==> config.mk <==
export PLATFORM = sky130hd
export DESIGN_NAME = imem_loader
export DESIGN_NICKNAME = d
export VERILOG_FILES = /design/src/rtl/imem_loader.sv
export SDC_FILE = /design/constraint.sdc
export NUM_CORES = 1
export LEC_CHECK = 0
export BUFFER_PORTS_ARGS = -buffer_cell sky130_fd_sc_hd__buf_2
export CELL_PAD_IN_SITES_DETAIL_PLACEMENT = 1
export CELL_PAD_IN_SITES_GLOBAL_PLACEMENT = 2
export CORE_ASPECT_RATIO = 0.8
export CORE_MARGIN = 2
export CORE_UTILIZATION = 32
export DETAILED_ROUTE_END_ITERATION = 16
export PLACE_DENSITY = 0.86
export SYNTH_ARGS = -nofsm -noshare
export SYNTH_HDL_FRONTEND = slang
export SYNTH_SLANG_ARGS = --single-unit
==> constraint.sdc <==
create_clock -name clk_i -period 1.7 [get_ports clk_i]
set_clock_uncertainty 0.1 [all_clocks]
set_input_delay 0.34 -clock clk_i [delete_from_list [all_inputs] [get_ports clk_i]]
set_output_delay 0.34 -clock clk_i [all_outputs]
set_load 0.01 [all_outputs]
==> src/rtl/imem_loader.sv <==
// Loads the instruction memory from a byte stream (len, {opc,lit} pairs) and holds the core in reset until done.
// Latency: each word is written one cycle after its literal byte; done_o rises with the last write (optional IMEM_LOADER_CHECKSUM_EN adds a checksum byte).
// Backpressure: byte_ready_o is high only while loading; byte_valid_i low simply stalls, with no timeout.
module imem_loader #(
  parameter int ADDR_W = 8,
  parameter int OPC_W  = 7,
  parameter int LIT_W  = 8
) (
  input  logic                    clk_i,
  input  logic                    rst_i,
  input  logic                    start_i,
  input  logic [7:0]              byte_i,
  input  logic                    byte_valid_i,
  output logic                    byte_ready_o,
  output logic                    imem_we_o,
  output logic [ADDR_W-1:0]       imem_addr_o,
  output logic [OPC_W+LIT_W-1:0]  imem_data_o,
  output logic                    cpu_rst_o,
  output logic                    busy_o,
  output logic                    done_o,
  output logic                    error_o
);

  typedef enum logic [2:0] {
    IDLE, LEN, OPC, LIT, DONE, ERR
`ifdef IMEM_LOADER_CHECKSUM_EN
    , CHK
`endif
  } state_t;

  localparam int unsigned MAX_WORDS = 1 << ADDR_W;

  state_t            state_q, state_d;
  logic [ADDR_W-1:0] addr_cnt_q;
  logic [8:0]        rem_q;
  logic [OPC_W-1:0]  opc_q;
  logic [8:0]        len_w;
  logic              len_bad;
  logic              last_word;
  logic              accept;
  logic              can_start;
`ifdef IMEM_LOADER_CHECKSUM_EN
  logic [7:0]        csum_q;
`endif

  // A length byte of zero stands for a full 256-word image.
  assign len_w     = (byte_i == 8'd0) ? 9'd256 : {1'b0, byte_i};
  assign len_bad   = 32'(len_w) > MAX_WORDS;
  assign last_word = (rem_q == 9'd1);
  assign accept    = byte_valid_i && byte_ready_o;
  assign can_start = (state_q == IDLE) || (state_q == DONE) || (state_q == ERR);

  always_ff @(posedge clk_i) begin
    if (rst_i) state_q <= IDLE;
    else       state_q <= state_d;
  end

  always_comb begin
    state_d      = state_q;
    byte_ready_o = 1'b0;
    busy_o       = 1'b0;
    done_o       = 1'b0;
    error_o      = 1'b0;
    cpu_rst_o    = 1'b1;
    case (state_q)
      IDLE, DONE, ERR: begin
        done_o    = (state_q == DONE);
        error_o   = (state_q == ERR);
        cpu_rst_o = (state_q != DONE);
        if (start_i) state_d = LEN;
      end
      LEN: begin
        byte_ready_o = 1'b1;
        busy_o       = 1'b1;
        if (byte_valid_i) state_d = len_bad ? ERR : OPC;
      end
      OPC: begin
        byte_ready_o = 1'b1;
        busy_o       = 1'b1;
        if (byte_valid_i) state_d = byte_i[7] ? ERR : LIT;
      end
      LIT: begin
        byte_ready_o = 1'b1;
        busy_o       = 1'b1;
        if (byte_valid_i) begin
`ifdef IMEM_LOADER_CHECKSUM_EN
          state_d = last_word ? CHK : OPC;
`else
          state_d = last_word ? DONE : OPC;
`endif
        end
      end
`ifdef IMEM_LOADER_CHECKSUM_EN
      CHK: begin
        byte_ready_o = 1'b1;
        busy_o       = 1'b1;
        if (byte_valid_i) state_d = ((csum_q ^ byte_i) == 8'd0) ? DONE : ERR;
      end
`endif
      default: state_d = IDLE;
    endcase
  end

  // Reset wins over a literal accepted on the same edge, so no stray strobe follows.
  always_ff @(posedge clk_i) begin
    if (rst_i) begin
      imem_we_o   <= 1'b0;
      imem_addr_o <= '0;
      imem_data_o <= '0;
      addr_cnt_q  <= '0;
      rem_q       <= '0;
      opc_q       <= '0;
`ifdef IMEM_LOADER_CHECKSUM_EN
      csum_q      <= '0;
`endif
    end else begin
      imem_we_o <= 1'b0;
      if (can_start && start_i) begin
        addr_cnt_q <= '0;
        rem_q      <= '0;
`ifdef IMEM_LOADER_CHECKSUM_EN
        csum_q     <= '0;
`endif
      end
      if (accept) begin
`ifdef IMEM_LOADER_CHECKSUM_EN
        csum_q <= csum_q ^ byte_i;
`endif
        case (state_q)
          LEN: rem_q <= len_w;
          OPC: opc_q <= byte_i[OPC_W-1:0];
          LIT: begin
            imem_we_o   <= 1'b1;
            imem_addr_o <= addr_cnt_q;
            imem_data_o <= {opc_q, byte_i[LIT_W-1:0]};
            addr_cnt_q  <= addr_cnt_q + {{(ADDR_W-1){1'b0}}, 1'b1};
            rem_q       <= rem_q - 9'd1;
          end
          default: ;
        endcase
      end
    end
  end

endmodule

==> reports/metrics.cfg, run 1 <==
[synthesis]
ys_dominant_reg_cell = sky130_fd_sc_hd__dfxtp_1
ys.warnings.count = 0
synth.area.mux_share_pct = 3.53
synth_xor_area_share_pct = 1.14
yosys_register_bits = 51
synth_top_family_by_area = simple AND/OR/NAND/NOR gates
async_flop_share_pct = 0
proportion_of_synthesized_chip_area_in_sequential_cells_pct = 44.3
leading_post_synthesis_cells_by_cell_area = sky130_fd_sc_hd__dfxtp_1 44%, sky130_fd_sc_hd__nand2_1 8.3%, sky130_fd_sc_hd__a21oi_1 8.0%
synth-edff-count = 0
synth_area_leader_cell = sky130_fd_sc_hd__dfxtp_1
synth-simple-area-share_pct = 26.3
synth.lib_cells_used.distinct = 47
yosys.area_share.adder_pct = 1.63
synthesis.nets = 303
ys_top_cells_by_count = 51 x sky130_fd_sc_hd__dfxtp_1, 51 x sky130_fd_sc_hd__nand2_1, 37 x sky130_fd_sc_hd__a21oi_1, 32 x sky130_fd_sc_hd__nor2_1, 14 x sky130_fd_sc_hd__clkbuf_1
syn_area_per_cell_sq_um = 8.01
area_fraction_in_compound_gates_after_synthesis_pct = 18.4
synth_area_sq_um = 2310
synthDominantCellAreaShare_pct = 44.3
syn_inst = 288

[clock_network]
cts.path.max_buffers = 2
cts_tree = done
cts_htree_levels = 2
cts-root-buf = sky130_fd_sc_hd__clkbuf_8
hold_buffers = 0
cts_num_sinks = 51
cts_made_buffers = 5
post_cts_clock_slew_at_the_launch_and_capture_registers_of_the_worst_setup_and_hold_paths_ns = 0.10
worst_skew_pair.late_latency_ns = 0.31

[flow_run]
cap_viol_max_count = 0

[power]
leakagePower_nw = 1.14
vdd.ir_drop.worst_mv = 0.334
power_density_nw_per_um2 = 857

[setup_path]
worst_ep_arrival_ns = 1.83
worstPathRequired_ns = 1.86
worst_path_max_delay_cell = sky130_fd_sc_hd__or4_4
cp.buffers_inverters = 0
origin_of_the_critical_flop_to_flop_path = rem_q[0]$_SDFF_PP0_
slowest_delay_ns = 0.54
cp_top_family = simple AND/OR/NAND/NOR gates
startpoint_type = register
critical_path.cell_chain = or4_4, or3_1, a21o_1, a21oi_2
critical_path.max_fanout = 5
worst_r2r_path_depth = 4
endpoint_kind = register
kind_of_critical_path = reg2reg
reg2reg_setup_slack_ns = 0.02
rr_endpoint = rem_q[7]$_SDFF_PP0_

[detailed_routing]
vias = 2189
detail_route.wirelength_microns = 6480
dr.first_iter.drc_count = 73
avgViaCountPerCell = 5.15
drt_pre_antenna_iters = 4
routedWlPerCell_microns = 15.2
drc = 0
drtAntennaViolNets = 0

[grt]
maximum_number_of_pins_on_one_net_before_global_route_repair = 34
antenna_violations_before_repair = 0
first_global_vias = 2137
grt_first_pass_wirelength_microns = 10500
grt_overflow = 0
gr-usage-all-layers_pct = 16.7

[worst_hold_path]
hold-path-cell-count = 2
timing.hold.worst_endpoint = state_q[2]$_SDFFE_PP0P_
min_path_type = in2reg
holdCritStartpoint = start_i

[placement]
place.detailed.instances = 414
weighted_congestion_at_the_end_of_routability_driven_global_placement = 0.787
dp_slack_ns = -0.0191
place.port_buffers = 40
dpl_cell_area_sq_um = 2680
post-dp-hpwl_microns = 4560

[timing]
fmax_mhz = 596
slew_limit_fails = 0
rsz0062_at_grt = yes
setup_viol = 0
final_critical_path_setup_slack_ns = 0.0220
tightestPinTransition_ns = 0.462
tns_ns = 0
final_period_minus_worst_setup_slack_ns = 1.68
timing.max_slew.rel_slack_pct = 69.0
post-route-period-util_pct = 98.7
timing.final.hold_violations = 0
timing.hold.ws_ns = 0.123

[final_layout]
finalNetCount = 352
area_growth_pct = 24.9
post_route_cells_drive_above_1_share_pct = 27.8
final_instance_area_sq_um = 2880
num_antenna_cells = 0
final_cell_count_no_fill = 425

[floorplan]
top_level_ports = 41
floorplan.initialDensity_pct = 33.3
floorplan.die_area_sq_um = 7910
floorplan.core_area_sq_um = 6930
rows = 27
die_y_microns = 79.9
die-width_microns = 98.9

[status]
result_of_the_run = completed

==> layer usage <==
metal	wire length [microns]	vias up	track usage [%]	share of wire [%]
met5	0	-	0	0
met4	77	0	5.89	1.2
met3	236	8	3.24	3.6
met2	3050	45	27.6	47
met1	3110	1046	21.6	48
li1	-	1090	-	-
==> cell type report <==
cell class                 instances  area, sq um
fill                             853         4050
multi-input combinational        211         1210
sequential                        51         1040
timing repair buffer              63          387
tap                               87          109
clock buffer                       5         68.8
clock inverter                     3         43.8
inverter                           5         21.3
==> how the worst max path moves through the flow <==
| stage | start | to | depth (start not counted) |
|---|---|---|---|
| final | rem_q[0]$_SDFF_PP0_ | rem_q[7]$_SDFF_PP0_ | 4 |
| after global routing | rem_q[1]$_SDFF_PP0_ | rem_q[4]$_SDFF_PP0_ | 6 |
| after CTS | rem_q[1]$_SDFF_PP0_ | rem_q[7]$_SDFF_PP0_ | 4 |
| after detailed placement | rem_q[0]$_SDFF_PP0_ | rem_q[8]$_SDFF_PP0_ | 6 |
| after global placement | rem_q[0]$_SDFF_PP0_ | rem_q[7]$_SDFF_PP0_ | 4 |
| after floorplan | state_q[1]$_SDFFE_PP0P_ | byte_ready_o | 5 |
==> metrics by stage <==
step           utilization, %  total power [W]
4_1_cts                  40.6          0.00248
5_1_grt                  41.6          0.00258
2_1_floorplan               -          0.00146
6_report                 41.6          0.00247
3_5_place_dp             38.6          0.00159
3_3_place_gp             38.6          0.00158
==> sequential cells by signal, indices dropped and copies added, names as in the netlist <==
| name | cells |
|---|---|
| state_q | 3 |
| opc_q | 7 |
| addr_cnt_q | 8 |
| imem_data_o | 15 |
| rem_q | 9 |
| imem_addr_o | 8 |
| imem_we_o | 1 |
==> power breakdown <==
group	internal, W	total (W)	switching (W)	leakage (nW)
sequential	0.00122	0.00124	0.0000293	0.416
clock	0.000439	0.000877	0.000438	0.0581
combinational	0.000150	0.000346	0.000196	0.667
total	0.00180	0.00247	0.000663	1.14
==> placed cells by master (no fill, tap or decap), drive strengths merged, types with 4 or more instances in the layout <==
cell type,instances
and3,4
nor3,5
buf,63
mux2i,7
a21oi,39
inv,5
a211oi,6
clkbuf,5
nand2,51
dfxtp,51
a22oi,4
nor2b,5
nand3b,4
o21ai,11
nor2,32
==> cells by family (layout without fill, tap and decap cells) <==
| kind of cell | after synthesis | after routing |
|---|---|---|
| mux | 8 | 8 |
| buf+inv | 26 | 76 |
| simple gates | 125 | 125 |
| flops | 51 | 51 |
| xor+xnor | 3 | 3 |
| compound gates | 72 | 72 |
| fa+ha+maj | 3 | 3 |
==> what timing repair did <==
item | CTS | global route
buffers inserted | 0 | 3
hold endpoints to repair | 0 | 0
resized for setup | 10 | 14
pin swaps | 0 | 4
endpoints found under the setup margin | 6 | 9
(Power assumes the default switching activity.)
==> inputs of run 2 (changes only) <==
Settings changed: PLACE_DENSITY 0.86 to default, PLACE_DENSITY_LB_ADDON from default to 0.1.
==> reports/metrics.cfg, run 2 (synthesized netlist as in run 1, its figures left out) <==
[status]
result_of_the_run = completed

[setup_path]
worstPathRequired_ns = 1.85  ; about the same
worst_path_max_delay_cell = sky130_fd_sc_hd__or4_4
kind_of_critical_path = reg2reg
critical_path.max_fanout = 5  ; unchanged
worst_ep_arrival_ns = 1.81  ; -0.02 ns
endpoint_kind = register
slowest_delay_ns = 0.56  ; +0.02 ns
critical_path.cell_chain = or4_4, or3_1, a21o_1, a21oi_2
startpoint_type = register

[power]
p_comb_share_pct = 15.4  ; +1.4 points
internal_power_w = 0.00166  ; -7.8%
power_density_nw_per_um2 = 803  ; -6.3%
leakagePower_nw = 1.14  ; +0.10%
power.switching_fraction_pct = 28.0  ; +1.1 points
vdd.ir_drop.worst_mv = 0.318  ; -4.6%
power_w = 0.00231  ; -6.4%
p_switching_w = 0.000647  ; -2.4%
pwr-share-seq_pct = 53.8  ; +3.4 points
pwr-share-clk_pct = 30.8  ; -4.7 points

[placement]
place.port_buffers = 40  ; unchanged
weighted_congestion_at_the_end_of_routability_driven_global_placement = 0.785  ; -0.33%
post-dp-hpwl_microns = 4670  ; +2.4%

[clock_network]
cts_htree_levels = 2  ; unchanged
cts_made_buffers = 5  ; unchanged
cts.path.max_buffers = 2  ; unchanged
worst_skew_pair.late_latency_ns = 0.30  ; about the same
hold_buffers = 0  ; unchanged
cts_tree = done
post_cts_clock_slew_at_the_launch_and_capture_registers_of_the_worst_setup_and_hold_paths_ns = 0.09  ; about the same
cts-root-buf = sky130_fd_sc_hd__clkbuf_8
cts_num_sinks = 51  ; unchanged

[grt]
grt_first_pass_wirelength_microns = 10400  ; -1.3%
grt_overflow = 0  ; unchanged
first_global_vias = 2057  ; -3.7%
gr-usage-all-layers_pct = 16.4  ; -0.27 points
maximum_number_of_pins_on_one_net_before_global_route_repair = 25  ; -26%
antenna_violations_before_repair = 0  ; unchanged

[detailed_routing]
vias = 2203  ; +0.64%
routedWlPerCell_microns = 15.2  ; about the same
detail_route.wirelength_microns = 6520  ; +0.62%
drt_pre_antenna_iters = 5  ; +1
avgViaCountPerCell = 5.15  ; about the same
drc = 0  ; unchanged
dr.first_iter.drc_count = 48  ; -34%
drtAntennaViolNets = 0  ; unchanged

[timing]
tightestPinTransition_ns = 0.424  ; -0.0381 ns
rsz0062_at_grt = yes
timing.max_slew.rel_slack_pct = 71.5  ; +2.6 points
setup_viol = 0  ; unchanged
post-route-period-util_pct = 98.2  ; -0.54 points
timing.final.hold_violations = 0  ; unchanged
fmax_mhz = 599  ; +0.55%
final_period_minus_worst_setup_slack_ns = 1.67  ; -0.00914 ns
tns_ns = 0  ; unchanged
slew_limit_fails = 0  ; unchanged

[worst_hold_path]
min_path_type = in2reg

[flow_run]
cap_viol_max_count = 0  ; unchanged

[final_layout]
largest-register = imem_data_o
layout_common_cells = 51 x sky130_fd_sc_hd__nand2_1, 45 x sky130_fd_sc_hd__dfxtp_1, 40 x sky130_fd_sc_hd__buf_2
post_route_cells_drive_above_1_share_pct = 27.3  ; -0.54 points
max_ffs_per_register = 15  ; unchanged
final_common_cell = sky130_fd_sc_hd__nand2_1
area_growth_pct = 24.8  ; about the same
num_antenna_cells = 0  ; unchanged
top_regs = imem_data_o (15), rem_q (9)
finalNetCount = 355  ; +0.85%
filler_cell_count = 845  ; -0.94%

[floorplan]
rows = 27  ; unchanged
floorplan.die_area_sq_um = 7910  ; unchanged
floorplan.initialDensity_pct = 33.3  ; unchanged
die-width_microns = 98.9  ; unchanged
floorplan.core_area_sq_um = 6930  ; unchanged
die_y_microns = 79.9  ; unchanged
top_level_ports = 41  ; unchanged

run 2: cell types whose count changed in the layout (fill, tap and decap cells not counted), sizes merged:
cell / before / now
buf: 63 / 66
clkinvlp: 0 / 1
bufinv: 1 / 0
clkbuf: 5 / 6
clkinv: 2 / 1
run 2: what timing repair did:
item	in CTS	in global routing
setup buffers	4	3
pin swaps	1	4
gates resized for setup	8	12
setup endpoints to repair	6	11
gates cloned	0	0
run 2: power groups by stage:
stage | Clock, W | Sequential [W] | Combinational [W]
6_report | 0.000711 | 0.00124 | 0.000356
5_1_grt | 0.000797 | 0.00125 | 0.000392
4_1_cts | 0.000746 | 0.00124 | 0.000339
3_5_place_dp | 0 | 0.00126 | 0.000325
3_3_place_gp | 0 | 0.00126 | 0.000323
2_1_floorplan | 0 | 0.00126 | 0.000198
run 2: layout make-up:
type / instances / area, sq um / share of cell area (%)
multi-input combinational: 211 / 1210 / 42.0
sequential: 51 / 1030 / 35.8
timing repair buffer: 66 / 424 / 14.7
tap: 87 / 109 / 3.78
clock buffer: 6 / 72.6 / 2.52
inverter: 5 / 18.8 / 0.652
clock inverter: 2 / 12.5 / 0.435
run 2: critical path, delay by kind of cell, from the launching register on:
kind	cells	cell delay, ns
compound gates	2	0.29
flops	1	0.34
simple gates	2	0.88
run 2: path summary, 6_finish.rpt:
check,startpoint,end,slack [ns],cells past startpoint
hold reg to reg,opc_q[5]$_SDFFE_PP0P_,imem_data_o[13]$_SDFFE_PP0P_,0.36,2
setup reg to reg,rem_q[1]$_SDFF_PP0_,rem_q[7]$_SDFF_PP0_,0.03,4
hold / removal,start_i,state_q[2]$_SDFFE_PP0P_,0.15,2
setup / recovery,rem_q[1]$_SDFF_PP0_,rem_q[7]$_SDFF_PP0_,0.03,4
run 2: routing by layer:
metal / GRT usage, % / vias up / wire length (microns)
met5: 0 / - / 0
met3: 3.42 / 6 / 229
met1: 21.9 / 1069 / 3190
met2: 26.8 / 30 / 3050
li1: - / 1098 / -
met4: 4.93 / 0 / 49
run 2: through the flow:
stage / instances / instance area (sq um) / setup WS, ns / hold slack [ns] / util [%]
2_1_floorplan: 288 / 2310 / 0.0643 / 0.331 / -
3_3_place_gp: 415 / 2700 / 0.0625 / 0.339 / 38.9
3_5_place_dp: 415 / 2700 / 0.0334 / 0.345 / 38.9
4_1_cts: 425 / 2820 / 0.000563 / 0.136 / 40.7
5_1_grt: 428 / 2880 / -0.0113 / 0.139 / 41.6
6_report: 428 / 2880 / 0.0311 / 0.149 / 41.6
==> inputs of run 3 (changes only) <==
Settings changed: ABC_AREA from default to 1, CORE_UTILIZATION 32 to 30, SKIP_CTS_REPAIR_TIMING from default to 1.
==> reports/metrics.cfg, run 3 <==
[status]
result_of_the_run = completed

[synthesis]
leading_post_synthesis_cells_by_cell_area = sky130_fd_sc_hd__dfxtp_1 44%, sky130_fd_sc_hd__nand2_1 13%, sky130_fd_sc_hd__a21oi_1 10%
ys_top_cells_by_count = 80 x sky130_fd_sc_hd__nand2_1, 51 x sky130_fd_sc_hd__dfxtp_1, 48 x sky130_fd_sc_hd__a21oi_1, 31 x sky130_fd_sc_hd__nor2_1, 30 x sky130_fd_sc_hd__inv_1
synth_area_sq_um = 2330  ; +1.2%
proportion_of_synthesized_chip_area_in_sequential_cells_pct = 43.8  ; -0.52 points
synth-edff-count = 0  ; unchanged
synthDominantCellAreaShare_pct = 43.8  ; -0.52 points
syn_inst = 330  ; +15%
synthesis.nets = 345  ; +14%
ys_dominant_reg_cell = sky130_fd_sc_hd__dfxtp_1
async_flop_share_pct = 0  ; unchanged
yosys_register_bits = 51  ; unchanged
top_count_cell_post_synth = sky130_fd_sc_hd__nand2_1
syn_area_per_cell_sq_um = 7.07  ; -12%
synth_area_leader_cell = sky130_fd_sc_hd__dfxtp_1
ys.warnings.count = 0  ; unchanged
synth.lib_cells_used.distinct = 27  ; -43%

[power]
power_density_nw_per_um2 = 1020  ; +27%
vdd.ir_drop.worst_mv = 0.377  ; +18%
leakagePower_nw = 1.20  ; +4.7%

[setup_path]
critical_path.max_fanout = 7  ; +2
startpoint_type = register
worst_ep_arrival_ns = 1.18  ; -0.63 ns
reg2reg_setup_slack_ns = 0.19  ; +0.16 ns
worstPathRequired_ns = 1.26  ; -0.59 ns
origin_of_the_critical_flop_to_flop_path = state_q[0]$_SDFFE_PP0P_
kind_of_critical_path = reg2out
worst_r2r_path_depth = 7  ; +3
endpoint_kind = output port
rr_endpoint = imem_data_o[0]$_SDFFE_PP0P_

[clock_network]
cts_num_sinks = 51  ; unchanged
cts_made_buffers = 5  ; unchanged
cts.path.max_buffers = 2  ; unchanged
cts_htree_levels = 2  ; unchanged
post_cts_clock_slew_at_the_launch_and_capture_registers_of_the_worst_setup_and_hold_paths_ns = 0.10  ; about the same
cts_tree = done
worst_skew_pair.late_latency_ns = 0.30  ; about the same
cts-root-buf = sky130_fd_sc_hd__clkbuf_8

[final_layout]
largest-register = imem_data_o
post_route_cells_drive_above_1_share_pct = 21.0  ; -6.3 points
area_growth_pct = 19.8
num_antenna_cells = 0  ; unchanged
finalNetCount = 390  ; +9.9%
final_instance_area_sq_um = 2800  ; -2.9%
layout_common_cells = 80 x sky130_fd_sc_hd__nand2_1, 48 x sky130_fd_sc_hd__a21oi_1, 48 x sky130_fd_sc_hd__dfxtp_1
max_ffs_per_register = 15  ; unchanged
final_common_cell = sky130_fd_sc_hd__nand2_1
top_regs = imem_data_o (15), rem_q (9)

[grt]
antenna_violations_before_repair = 0  ; unchanged
grt_first_pass_wirelength_microns = 11000  ; +5.7%
grt_overflow = 0  ; unchanged
maximum_number_of_pins_on_one_net_before_global_route_repair = 28  ; +12%
gr-usage-all-layers_pct = 16.1  ; -0.27 points
first_global_vias = 2209  ; +7.4%

[detailed_routing]
routedWlPerCell_microns = 13.6  ; -11%
drc = 0  ; unchanged
dr.first_iter.drc_count = 71  ; +48%
drt_pre_antenna_iters = 4  ; -1
drtAntennaViolNets = 0  ; unchanged
detail_route.wirelength_microns = 6530  ; +0.12%
vias = 2196  ; -0.32%
avgViaCountPerCell = 4.57  ; -11%

[floorplan]
floorplan.core_area_sq_um = 7460  ; +7.8%
die-width_microns = 103  ; +3.7%
die_y_microns = 82.9  ; +3.7%
floorplan.die_area_sq_um = 8500  ; +7.6%
rows = 28  ; +3.7%
top_level_ports = 41  ; unchanged
floorplan.initialDensity_pct = 31.3  ; -2.0 points

[worst_hold_path]
holdCritStartpoint = byte_i[5]
min_path_type = in2reg
hold-path-cell-count = 3  ; +1
timing.hold.worst_endpoint = imem_data_o[5]$_SDFFE_PP0P_

[timing]
tightestPinTransition_ns = 0.316  ; -0.107 ns
setup_viol = 0  ; unchanged
timing.max_slew.rel_slack_pct = 78.9  ; +7.4 points
final_critical_path_setup_slack_ns = 0.0824  ; +0.0513 ns
rsz0062_at_grt = yes
timing.final.hold_violations = 0  ; unchanged
post-route-period-util_pct = 95.2  ; -3.0 points
fmax_mhz = 618  ; +3.2%
slew_limit_fails = 0  ; unchanged
final_period_minus_worst_setup_slack_ns = 1.62  ; -0.0513 ns

[placement]
place.port_buffers = 40  ; unchanged
post-dp-hpwl_microns = 4970  ; +6.4%
dpl_cell_area_sq_um = 2680  ; -0.74%
dp_slack_ns = 0.142  ; +0.109 ns
weighted_congestion_at_the_end_of_routability_driven_global_placement = 0.745  ; -5.1%

[flow_run]
cap_viol_max_count = 0  ; unchanged

## run 3: through the flow
stage	total power (W)	TNS (ns)	utilization (%)	instances	hold slack, ns
global route	0.00304	-0.00919	37.5	481	0.209
detailed placement	0.00202	0	35.9	473	0.353
finish	0.00286	0	37.5	481	0.209
global placement	0.00202	0	35.9	473	0.353
CTS	0.00290	-0.150	37.4	481	0.196
floorplan	0.00181	0	-	330	0.336
## run 3: worst max-delay path, cell delays in order (launching register included)
cell and delay [ns]:
sky130_fd_sc_hd__dfxtp_2 0.37, sky130_fd_sc_hd__inv_2 0.12, sky130_fd_sc_hd__nand2_1 0.10, sky130_fd_sc_hd__nor2_2 0.11, sky130_fd_sc_hd__inv_1 0.04, sky130_fd_sc_hd__buf_2 0.13
## run 3: area by class of cell
| type | instances | area (sq um) |
|---|---|---|
| clock buffer | 5 | 68.8 |
| clock inverter | 3 | 43.8 |
| fill | 983 | 4670 |
| inverter | 37 | 139 |
| multi-input combinational | 230 | 1110 |
| sequential | 51 | 1020 |
| tap | 105 | 131 |
| timing repair buffer | 50 | 275 |
## run 3: cells by family (layout without fill, tap and decap cells)
logic type / Yosys count / after routing / synth area share [%]
AOI/OAI and AO/OA: 86 / 86 / 19.2
xor gates and xnor gates: 1 / 1 / 0.375
and+or+nand+nor: 140 / 140 / 26.3
DFF: 51 / 51 / 43.8
adders and majority gates: 3 / 3 / 1.61
buffers and inverters: 49 / 95 / 8.69
## run 3: report_power, final
group / switching, W / total, W / internal [W]
Combinational: 0.000454 / 0.000669 / 0.000215
Sequential: 0.0000628 / 0.00133 / 0.00126
Clock: 0.000422 / 0.000861 / 0.000439
## run 3: worst max path at each step
| stage | cells past startpoint | from | slack (ns) | to |
|---|---|---|---|---|
| floorplan | 9 | state_q[2]$_SDFFE_PP0P_ | 0.26 | addr_cnt_q[7]$_SDFF_PP0_ |
| global placement | 7 | state_q[0]$_SDFFE_PP0P_ | 0.15 | addr_cnt_q[4]$_SDFF_PP0_ |
| detailed placement | 7 | state_q[2]$_SDFFE_PP0P_ | 0.14 | rem_q[2]$_SDFF_PP0_ |
| CTS | 3 | state_q[1]$_SDFFE_PP0P_ | -0.05 | busy_o |
| global route | 3 | state_q[1]$_SDFFE_PP0P_ | -0.004 | busy_o |
| finish | 5 | state_q[1]$_SDFFE_PP0P_ | 0.08 | cpu_rst_o |
## run 3: routing by layer
layer / share of wire (%) / up-vias / global-route usage, %
met5: 0 / - / 0
met4: 0.80 / 0 / 3.27
met3: 3.5 / 5 / 3.11
met2: 42 / 29 / 24.2
met1: 54 / 1006 / 23.9
li1: - / 1156 / -
